<file path="src/rtl/dm_port_arbiter.sv">
// dm_port_arbiter: shares the single-ported 4 KB data memory between the CPU
// load/store path and a debug/loader port.
//   clk_i, rst_i             clock, synchronous active-high reset
//   cpu_*_i / cpu_*_o        CPU request (req/we/addr/wdata), grant, read return
//   dbg_*_i / dbg_*_o        debug request (plus lock for bursts), grant, read return
//   misalign_o               registered pulse for a granted access with addr[1:0] != 0
//   dm_we_o/addr_o/wdata_o   memory command, dm_rdata_i combinational read data
// Grants and the memory command are combinational; read data, rvalid and
// misalign are registered one cycle after the grant.
module dm_port_arbiter #(
  parameter int unsigned DM_AW  = 10,
  parameter int unsigned DATA_W = 32
) (
  input  logic              clk_i,
  input  logic              rst_i,
  input  logic              cpu_req_i,
  input  logic              cpu_we_i,
  input  logic [11:0]       cpu_addr_i,
  input  logic [DATA_W-1:0] cpu_wdata_i,
  output logic              cpu_gnt_o,
  output logic              cpu_rvalid_o,
  output logic [DATA_W-1:0] cpu_rdata_o,
  input  logic              dbg_req_i,
  input  logic              dbg_we_i,
  input  logic              dbg_lock_i,
  input  logic [11:0]       dbg_addr_i,
  input  logic [DATA_W-1:0] dbg_wdata_i,
  output logic              dbg_gnt_o,
  output logic              dbg_rvalid_o,
  output logic [DATA_W-1:0] dbg_rdata_o,
  output logic              misalign_o,
  output logic              dm_we_o,
  output logic [DM_AW-1:0]  dm_addr_o,
  output logic [DATA_W-1:0] dm_wdata_o,
  input  logic [DATA_W-1:0] dm_rdata_i
);

  localparam int unsigned AW = 12;

  // Locked implies the debug port was the last owner, so three states suffice.
  typedef enum logic [1:0] {
    ST_CPU_LAST = 2'd0,
    ST_DBG_LAST = 2'd1,
    ST_DBG_LOCK = 2'd2
  } state_e;

  state_e            state_q, state_d;
  logic              cpu_gnt, dbg_gnt, any_gnt, aligned;
  logic              g_we;
  logic [AW-1:0]     g_addr;
  logic              cpu_rvalid_q, dbg_rvalid_q, misalign_q;
  logic [DATA_W-1:0] cpu_rdata_q, dbg_rdata_q;

  // Ownership state register
  always_ff @(posedge clk_i) begin
    if (rst_i) state_q <= ST_DBG_LAST;
    else       state_q <= state_d;
  end

  // Grant decision and ownership next state
  always_comb begin
    state_d = state_q;
    cpu_gnt = 1'b0;
    dbg_gnt = 1'b0;
    if (!rst_i) begin
      unique case (state_q)
        ST_DBG_LOCK: dbg_gnt = dbg_req_i;
        ST_CPU_LAST: begin
          dbg_gnt = dbg_req_i;
          cpu_gnt = cpu_req_i & ~dbg_req_i;
        end
        default: begin
          cpu_gnt = cpu_req_i;
          dbg_gnt = dbg_req_i & ~cpu_req_i;
        end
      endcase
      if (cpu_gnt)                    state_d = ST_CPU_LAST;
      else if (dbg_gnt)               state_d = dbg_lock_i ? ST_DBG_LOCK : ST_DBG_LAST;
      else if (state_q == ST_DBG_LOCK) state_d = ST_DBG_LAST; // debug released the bus
    end
  end

  // Memory command follows the granted requester, CPU inputs when idle
  always_comb begin
    any_gnt    = cpu_gnt | dbg_gnt;
    g_we       = dbg_gnt ? dbg_we_i   : cpu_we_i;
    g_addr     = dbg_gnt ? dbg_addr_i : cpu_addr_i;
    dm_wdata_o = dbg_gnt ? dbg_wdata_i : cpu_wdata_i;
    aligned    = (g_addr[1:0] == 2'b00);
    dm_addr_o  = DM_AW'(g_addr[AW-1:2]);
    dm_we_o    = any_gnt & g_we & aligned; // misaligned writes are dropped
  end

  // Registered read return and misalign pulse
  always_ff @(posedge clk_i) begin
    if (rst_i) begin
      cpu_rvalid_q <= 1'b0;
      dbg_rvalid_q <= 1'b0;
      cpu_rdata_q  <= '0;
      dbg_rdata_q  <= '0;
      misalign_q   <= 1'b0;
    end else begin
      cpu_rvalid_q <= cpu_gnt & ~cpu_we_i;
      dbg_rvalid_q <= dbg_gnt & ~dbg_we_i;
      if (cpu_gnt & ~cpu_we_i) cpu_rdata_q <= dm_rdata_i;
      if (dbg_gnt & ~dbg_we_i) dbg_rdata_q <= dm_rdata_i;
      misalign_q   <= any_gnt & ~aligned;
    end
  end

  assign cpu_gnt_o    = cpu_gnt;
  assign dbg_gnt_o    = dbg_gnt;
  assign cpu_rvalid_o = cpu_rvalid_q;
  assign dbg_rvalid_o = dbg_rvalid_q;
  assign cpu_rdata_o  = cpu_rdata_q;
  assign dbg_rdata_o  = dbg_rdata_q;
  assign misalign_o   = misalign_q;

endmodule
</file>
<file path="config.mk">
export PLATFORM = sky130hd
export DESIGN_NAME = dm_port_arbiter
export DESIGN_NICKNAME = d
export VERILOG_FILES = /design/src/rtl/dm_port_arbiter.sv
export SDC_FILE = /design/constraint.sdc
export NUM_CORES = 1
export LEC_CHECK = 0
export CORE_UTILIZATION = 36
export CTS_BUF_LIST = sky130_fd_sc_hd__clkbuf_4
export CTS_CLUSTER_DIAMETER = 100
export CTS_CLUSTER_SIZE = 40
export DETAILED_ROUTE_END_ITERATION = 7
export HOLD_SLACK_MARGIN = 0.02
export PLACE_DENSITY = 0.81
export SLEW_MARGIN = 30
export SYNTH_ARGS = -nofsm -noshare
export SYNTH_HDL_FRONTEND = slang
export SYNTH_SLANG_ARGS = --single-unit
</file>
<file path="constraint.sdc">
create_clock -name clk_i -period 1.9 [get_ports clk_i]
set_input_delay 0.19 -clock clk_i [delete_from_list [all_inputs] [get_ports clk_i]]
set_output_delay 0.19 -clock clk_i [all_outputs]
set_load 0.005 [all_outputs]
</file>
==> results of run 1 <==
==> cell type report <==
cell class / count / share of cell area
clock buffer: 9 / 0.01064
tap: 111 / 0.02187
sequential: 69 / 0.2177
multi-input combinational: 190 / 0.2961
inverter: 3 / 0.001773
timing repair buffer: 268 / 0.4336
antenna: 1 / 0.0003940
clock inverter: 7 / 0.01793
==> cell families (layout without fill, tap and decap cells) <==
| logic type | Yosys count | after routing | share of synthesized area |
|---|---|---|---|
| AOI/OAI and AO/OA | 6 | 6 | 0.01321 |
| buffers and inverters | 21 | 287 | 0.04587 |
| DFF | 69 | 69 | 0.4051 |
| muxes | 106 | 106 | 0.3908 |
| other | 0 | 1 | 0 |
| and+or+nand+nor | 78 | 78 | 0.1450 |
==> per-stage QoR <==
step	hold slack, ns	total power, W
detailed placement	0.5800	0.002556
finish	0.2472	0.003751
global placement	0.5664	0.002541
global route	0.2635	0.003919
floorplan	0.3345	0.001920
CTS	0.2139	0.003785
==> synth_stat cells <==
cell type / count
mux2_2: 69
nor3b_1: 1
buf_2: 7
dfxtp_1: 69
nand3b_1: 1
mux2_4: 37
and2b_1: 6
buf_8: 1
o22ai_1: 2
a31o_2: 1
buf_12: 3
or2_1: 1
a21bo_2: 1
or3_1: 1
nand2_1: 5
inv_1: 3
and4bb_2: 1
nor2b_1: 58
buf_6: 1
nor3_4: 1
a31oi_1: 1
clkbuf_2: 1
o21bai_1: 1
clkbuf_1: 5
nor2_1: 3
==> timing repair <==
action	4_1_cts	5_1_grt
gates cloned	2	0
setup endpoints to repair	45	44
pin swaps	2	1
hold buffers	0	0
endpoints found under the hold margin	0	0
resized for setup	172	4
buffers inserted	15	2
==> routing by layer <==
layer	track usage	share of wire
met1	0.2387	0.37
met2	0.4412	0.53
met3	0.08503	0.085
met4	0.07692	0.024
met5	0	0
==> state kept, by name (all words and copies together) (netlist names) <==
register	cells
cpu_rdata_o	32
misalign_o	1
dbg_rdata_o	32
dbg_rvalid_o	1
state_q	2
cpu_rvalid_o	1
==> layout by cell type, fill, tap and decap left out <==
master | synthesis | final
a21bo_2 | 1 | 1
a31o_2 | 1 | 1
a31oi_1 | 1 | 1
and2b_1 | 6 | 6
and4bb_2 | 1 | 1
buf_12 | 3 | 7
buf_16 | 0 | 2
buf_2 | 7 | 3
buf_4 | 0 | 15
buf_6 | 1 | 32
bufinv_16 | 0 | 3
clkbuf_2 | 1 | 1
clkbuf_4 | 0 | 9
clkdlybuf4s15_1 | 0 | 3
clkdlybuf4s50_1 | 0 | 192
clkinv_1 | 0 | 2
clkinv_4 | 0 | 1
clkinvlp_4 | 0 | 1
dfxtp_1 | 69 | 68
dfxtp_2 | 0 | 1
diode_2 | 0 | 1
dlygate4sd2_1 | 0 | 13
inv_1 | 3 | 2
inv_2 | 0 | 1
mux2_2 | 69 | 69
mux2_4 | 37 | 37
nand2_1 | 5 | 5
nand3b_1 | 1 | 1
nor2_1 | 3 | 3
nor2b_1 | 58 | 58
nor3_4 | 1 | 1
nor3b_1 | 1 | 1
o21bai_1 | 1 | 1
o22ai_1 | 2 | 1
o22ai_2 | 0 | 1
or2_4 | 0 | 1
or3_1 | 1 | 1
==> worst max-delay path, stage by stage (launching register included) <==
cell     delay, ns
dfxtp_2       0.34
a21bo_2       0.19
or2_4         0.26
buf_12        0.14
buf_4         0.13
buf_4         0.13
mux2_4        0.29
buf_6         0.12
==> where the power goes <==
part / switching, W / internal (W)
registers: 0.0000334 / 0.00152
logic: 0.000300 / 0.000716
clock network: 0.000519 / 0.000660
total: 0.000853 / 0.00290
==> final timing paths <==
check               endpoint  slack, ns  depth (start not counted)
max           dm_wdata_o[14]      -0.29                          7
min               state_q[1]       0.25                          3
max reg2reg  dbg_rdata_o[13]       0.08                          7
min reg2reg   cpu_rdata_o[3]       0.60                          2
==> metrics.csv, run 1 <==
stage,metric,value,unit
timing,final hold viol count,0,
layout,FF/Latch Area,1383,um2
critical_path,worst-path maximum fanout,4,
status,violated checks,negative setup slack,
placement,total placed instance area,5961,um2
cts,CTS tree,done,
worst_hold_path,HP Start,rst_i,
detailed_routing,DR WL/cell,18.08,um
power,P_leak,2.785,nW
logic_synthesis,top cell type's share of synthesized area,0.4051,
global_route,total grt overflow,0,
logic_synthesis,Yosys warnings,0,
detailed_routing,post-route antenna net violation count,0,
detailed_routing,Vias,3079,
run,max-cap viol count,0,
global_route,first-pass GRT wire length,17570,um
status,status,"finished, violations left",
cts,clock latency on the worst-skew pair,0.40,ns
layout,Layout Nets,668,
timing,"Slew Viols, Final",0,
floorplanning,die area,9864,um2
logic_synthesis,Synth cell types,25,
placement,setup slack after placement,-0.5023,ns
worst_hold_path,worst hold path type,input port to flop,
logic_synthesis,Avg Inst Size Synth,12.18,um2
logic_synthesis,top post-synthesis cells by area,"dfxtp_1, mux2_2, mux2_4",
logic_synthesis,"flops & latches, synth",69,
detailed_routing,drt first pass iters,4,
cts,CTS max path bufs,2,
cts,CTS HTree Levels,3,
timing,final setup TNS,-9.069,ns
critical_path,Worst EP arrival,2.00,ns
detailed_routing,drt total wl,11900,um
logic_synthesis,"area leader, netlist",dfxtp_1,
cts,clock sink total,69,
floorplanning,Die H,99.32,um
floorplanning,core footprint,9196,um2
layout,fillers,678,
critical_path,crit path launch,state_q[0],
floorplanning,I/O pin total,239,
detailed_routing,drt via density,4.679,
placement,port buffer count,238,
cts,clock-pin slew on the worst setup and hold paths,0.11,ns
timing,Tmin final,2.185,ns
layout,final non-filler cell total,658,
critical_path,Required @ worst endpoint,1.71,ns
timing,Worst-Margin Slew,0.5095,ns
global_route,GR Util All Layers,0.2343,
placement,HPWL Detailed,8872,um
layout,area grow syn2layout,86.28,%
detailed_routing,Remaining DRCs,0,
global_route,initial antenna violation count,1,
placement,placer congestion estimate,0.8063,
floorplanning,Initial Util,0.3707,
layout,design area,6351,um2
power,pwr/cell area,590.6,nW/um2
layout,share of cells above drive strength 1,0.3443,
timing,slew margin rel.,0.6603,
critical_path,Worst setup EP type,output pin,
logic_synthesis,Post-Syn Area,3410,um2
timing,FMAX,0.4576,GHz
critical_path,WS Path Type,flop to output pin,
power,peak supply drop,580.2,uV
cts,TritonCTS Buffers,9,
timing,Final period util,1.150,
timing,fin worst setup slack,-0.2851,ns
layout,"Core Util, Final",0.6906,
logic_synthesis,register area share after synthesis,0.4051,
global_route,pin count of the biggest net entering global routing,53,
critical_path,worst r2r src,state_q[0],
placement,# placed instances,625,
layout,Multi-input gate area,1881,um2
cts,Root Buffer,clkbuf_4,
floorplanning,Std-Cell Rows,35,
timing,unrepaired setup endpoints after global routing,yes,
logic_synthesis,Mapped Cells,280,
floorplanning,width of the die,99.32,um
global_route,vias in the first global route,3329,
detailed_routing,Starting DRT DRC Count,49,
timing,Setup Skew,0.009514,ns
logic_synthesis,Post-Syn Nets,407,
critical_path,critical path launch point type,flop,
timing,setup violators final,43,
(Power assumes the default switching activity.)
==> run 2, diff against run 1 <==
PLACE_DENSITY = 0.91   (was 0.81)
==> metrics.csv, run 2 (same netlist as run 1, synthesis figures left out) <==
stage,metric,value,unit,change
cts,CTS HTree Levels,3,,unchanged
detailed_routing,Remaining DRCs,0,,unchanged
power,peak supply drop,384.5,uV,-34%
cts,CTS tree,done,,
critical_path,critical path launch point type,flop,,
status,violated checks,negative setup slack,,
critical_path,worst-path maximum fanout,6,,+2
floorplanning,die area,9864,um2,unchanged
floorplanning,width of the die,99.32,um,unchanged
timing,Setup Skew,0.02007,ns,+0.01055 ns
layout,antenna cells,0,,-1
cts,CTS max path bufs,2,,unchanged
layout,Multi-input gate area,1889,um2,+0.47%
critical_path,crit path cell chain,a21bo_2 -> or2_4 -> buf_12 -> buf_12 -> buf_6 -> mux2_4 -> buf_6,,
cts,clock-pin slew on the worst setup and hold paths,0.13,ns,+0.02 ns
layout,highest-count cells in the layout ignoring fill and taps,"clkdlybuf4s50_1, mux2_2, dfxtp_1",,
critical_path,Worst setup EP type,output pin,,
cts,Hold Buf Count CTS,0,,unchanged
power,P_leak,2.811,nW,+0.94%
timing,slew margin rel.,0.6140,,-0.04634
detailed_routing,DR WL/cell,20.05,um,+11%
placement,port buffer count,238,,unchanged
floorplanning,Std-Cell Rows,35,,unchanged
critical_path,Required @ worst endpoint,1.71,ns,about the same
timing,final hold viol count,0,,unchanged
timing,unrepaired setup endpoints after global routing,yes,,
placement,HPWL Detailed,9251,um,+4.3%
floorplanning,Initial Util,0.3707,,unchanged
floorplanning,I/O pin total,239,,unchanged
critical_path,Worst EP arrival,2.04,ns,+0.04 ns
worst_hold_path,worst hold path type,input port to flop,,
layout,area grow syn2layout,88.44,%,
detailed_routing,Vias,3197,,+3.8%
timing,FMAX,0.4481,GHz,-2.1%
power,pwr/cell area,581.6,nW/um2,-1.5%
status,status,"finished, violations left",,
cts,clock latency on the worst-skew pair,0.41,ns,about the same
placement,# placed instances,622,,-0.48%
global_route,GR Util All Layers,0.2621,,+0.02782
layout,fillers,625,,-7.8%
floorplanning,core footprint,9196,um2,unchanged
detailed_routing,post-route antenna net violation count,0,,unchanged
power,Tot Pwr,0.003737,W,-0.38%
cts,TritonCTS Buffers,9,,unchanged
detailed_routing,drt first pass iters,4,,unchanged
timing,Worst-Margin Slew,0.5790,ns,+0.06951 ns
global_route,total grt overflow,0,,unchanged
layout,share of cells above drive strength 1,0.3732,,+0.02884
timing,Final period util,1.174,,+0.02441
critical_path,Top delay family on crit path,buffers and inverters,,
timing,hold slack final,0.1827,ns,-0.06456 ns
layout,design area,6425,um2,+1.2%
timing,"Slew Viols, Final",0,,unchanged
detailed_routing,drt via density,4.881,,+4.3%
layout,"commonest non-fill, non-tap cell in the layout",clkdlybuf4s50_1,,
global_route,pin count of the biggest net entering global routing,59,,+11%
run,max-cap viol count,0,,unchanged
cts,Root Buffer,clkbuf_4,,
critical_path,Worst path slowest cell,dfxtp_2,,
layout,FF/Latch Area,1383,um2,unchanged
global_route,initial antenna violation count,0,,-1
cts,clock sink total,69,,unchanged
placement,placer congestion estimate,0.7789,,-3.4%
timing,Tmin final,2.232,ns,+0.04638 ns
timing,final setup TNS,-9.525,ns,-0.4562 ns
timing,setup violators final,43,,unchanged
detailed_routing,drt total wl,13130,um,+10%
global_route,first-pass GRT wire length,19450,um,+11%
critical_path,max incr delay on CP,0.35,ns,about the same
floorplanning,Die H,99.32,um,unchanged
placement,total placed instance area,5901,um2,-1.0%
detailed_routing,Starting DRT DRC Count,46,,-6.1%
timing,fin worst setup slack,-0.3315,ns,-0.04638 ns
critical_path,WS Path Type,flop to output pin,,
layout,Layout Nets,666,,-0.30%
layout,final non-filler cell total,655,,-0.46%
global_route,vias in the first global route,3476,,+4.4%
critical_path,Buf/Inv on CP,4,,unchanged
[run 2: cell count changes in the layout (fill, tap and decap cells not counted), sizes merged]
cell,before,now
buf,59,72
bufinv,3,2
clkbuf,10,11
clkdlybuf4s15,3,1
clkdlybuf4s50,192,191
clkinv,3,2
clkinvlp,1,2
diode,1,0
dlygate4sd2,13,1
[run 2: per-stage QoR]
step / utilization / setup WS [ns]
2_1_floorplan: - / 0.3891
3_3_place_gp: 0.6416 / -0.5852
5_1_grt: 0.6986 / -0.4225
6_report: 0.6986 / -0.3315
3_5_place_dp: 0.6416 / -0.6180
4_1_cts: 0.6970 / -0.3878
[run 2: cell type report]
type,instances,share of cell area
clock buffer,10,0.01168
multi-input combinational,190,0.2941
inverter,3,0.001753
tap,111,0.02162
sequential,69,0.2152
clock inverter,6,0.01363
timing repair buffer,266,0.4421
[run 2: what timing repair did]
| item | CTS | global route |
|---|---|---|
| setup buffers | 10 | 1 |
| pin swaps | 3 | 2 |
| endpoints found under the setup margin | 45 | 45 |
| gates cloned | 6 | 0 |
| resized for setup | 235 | 4 |
[run 2: worst min-delay path, stage by stage]
cell and delay (ns):
buf_2 0.09, buf_4 0.19, nor2_1 0.08
[run 2: power by group]
| part | leakage [nW] | switching, W | internal [W] |
|---|---|---|---|
| Sequential | 0.564 | 0.0000371 | 0.00152 |
| Clock | 0.0803 | 0.000548 | 0.000546 |
| Combinational | 2.17 | 0.000329 | 0.000753 |
[run 2: worst paths after layout]
kind                            slack, ns  depth (start not counted)         endpoint            from
worst min register to register       0.62                          2   dbg_rdata_o[6]  dbg_rdata_o[6]
worst max register to register       0.19                          6  dbg_rdata_o[14]      state_q[0]
worst max-delay path                -0.33                          7     dm_addr_o[5]      state_q[0]
worst min-delay path                 0.18                          3       state_q[1]           rst_i
[run 2: layer usage]
layer / GRT usage / routed length (um)
met2: 0.4493 / 6579
met3: 0.1230 / 1368
met5: 0 / 0
met4: 0.1448 / 589
met1: 0.2633 / 4597
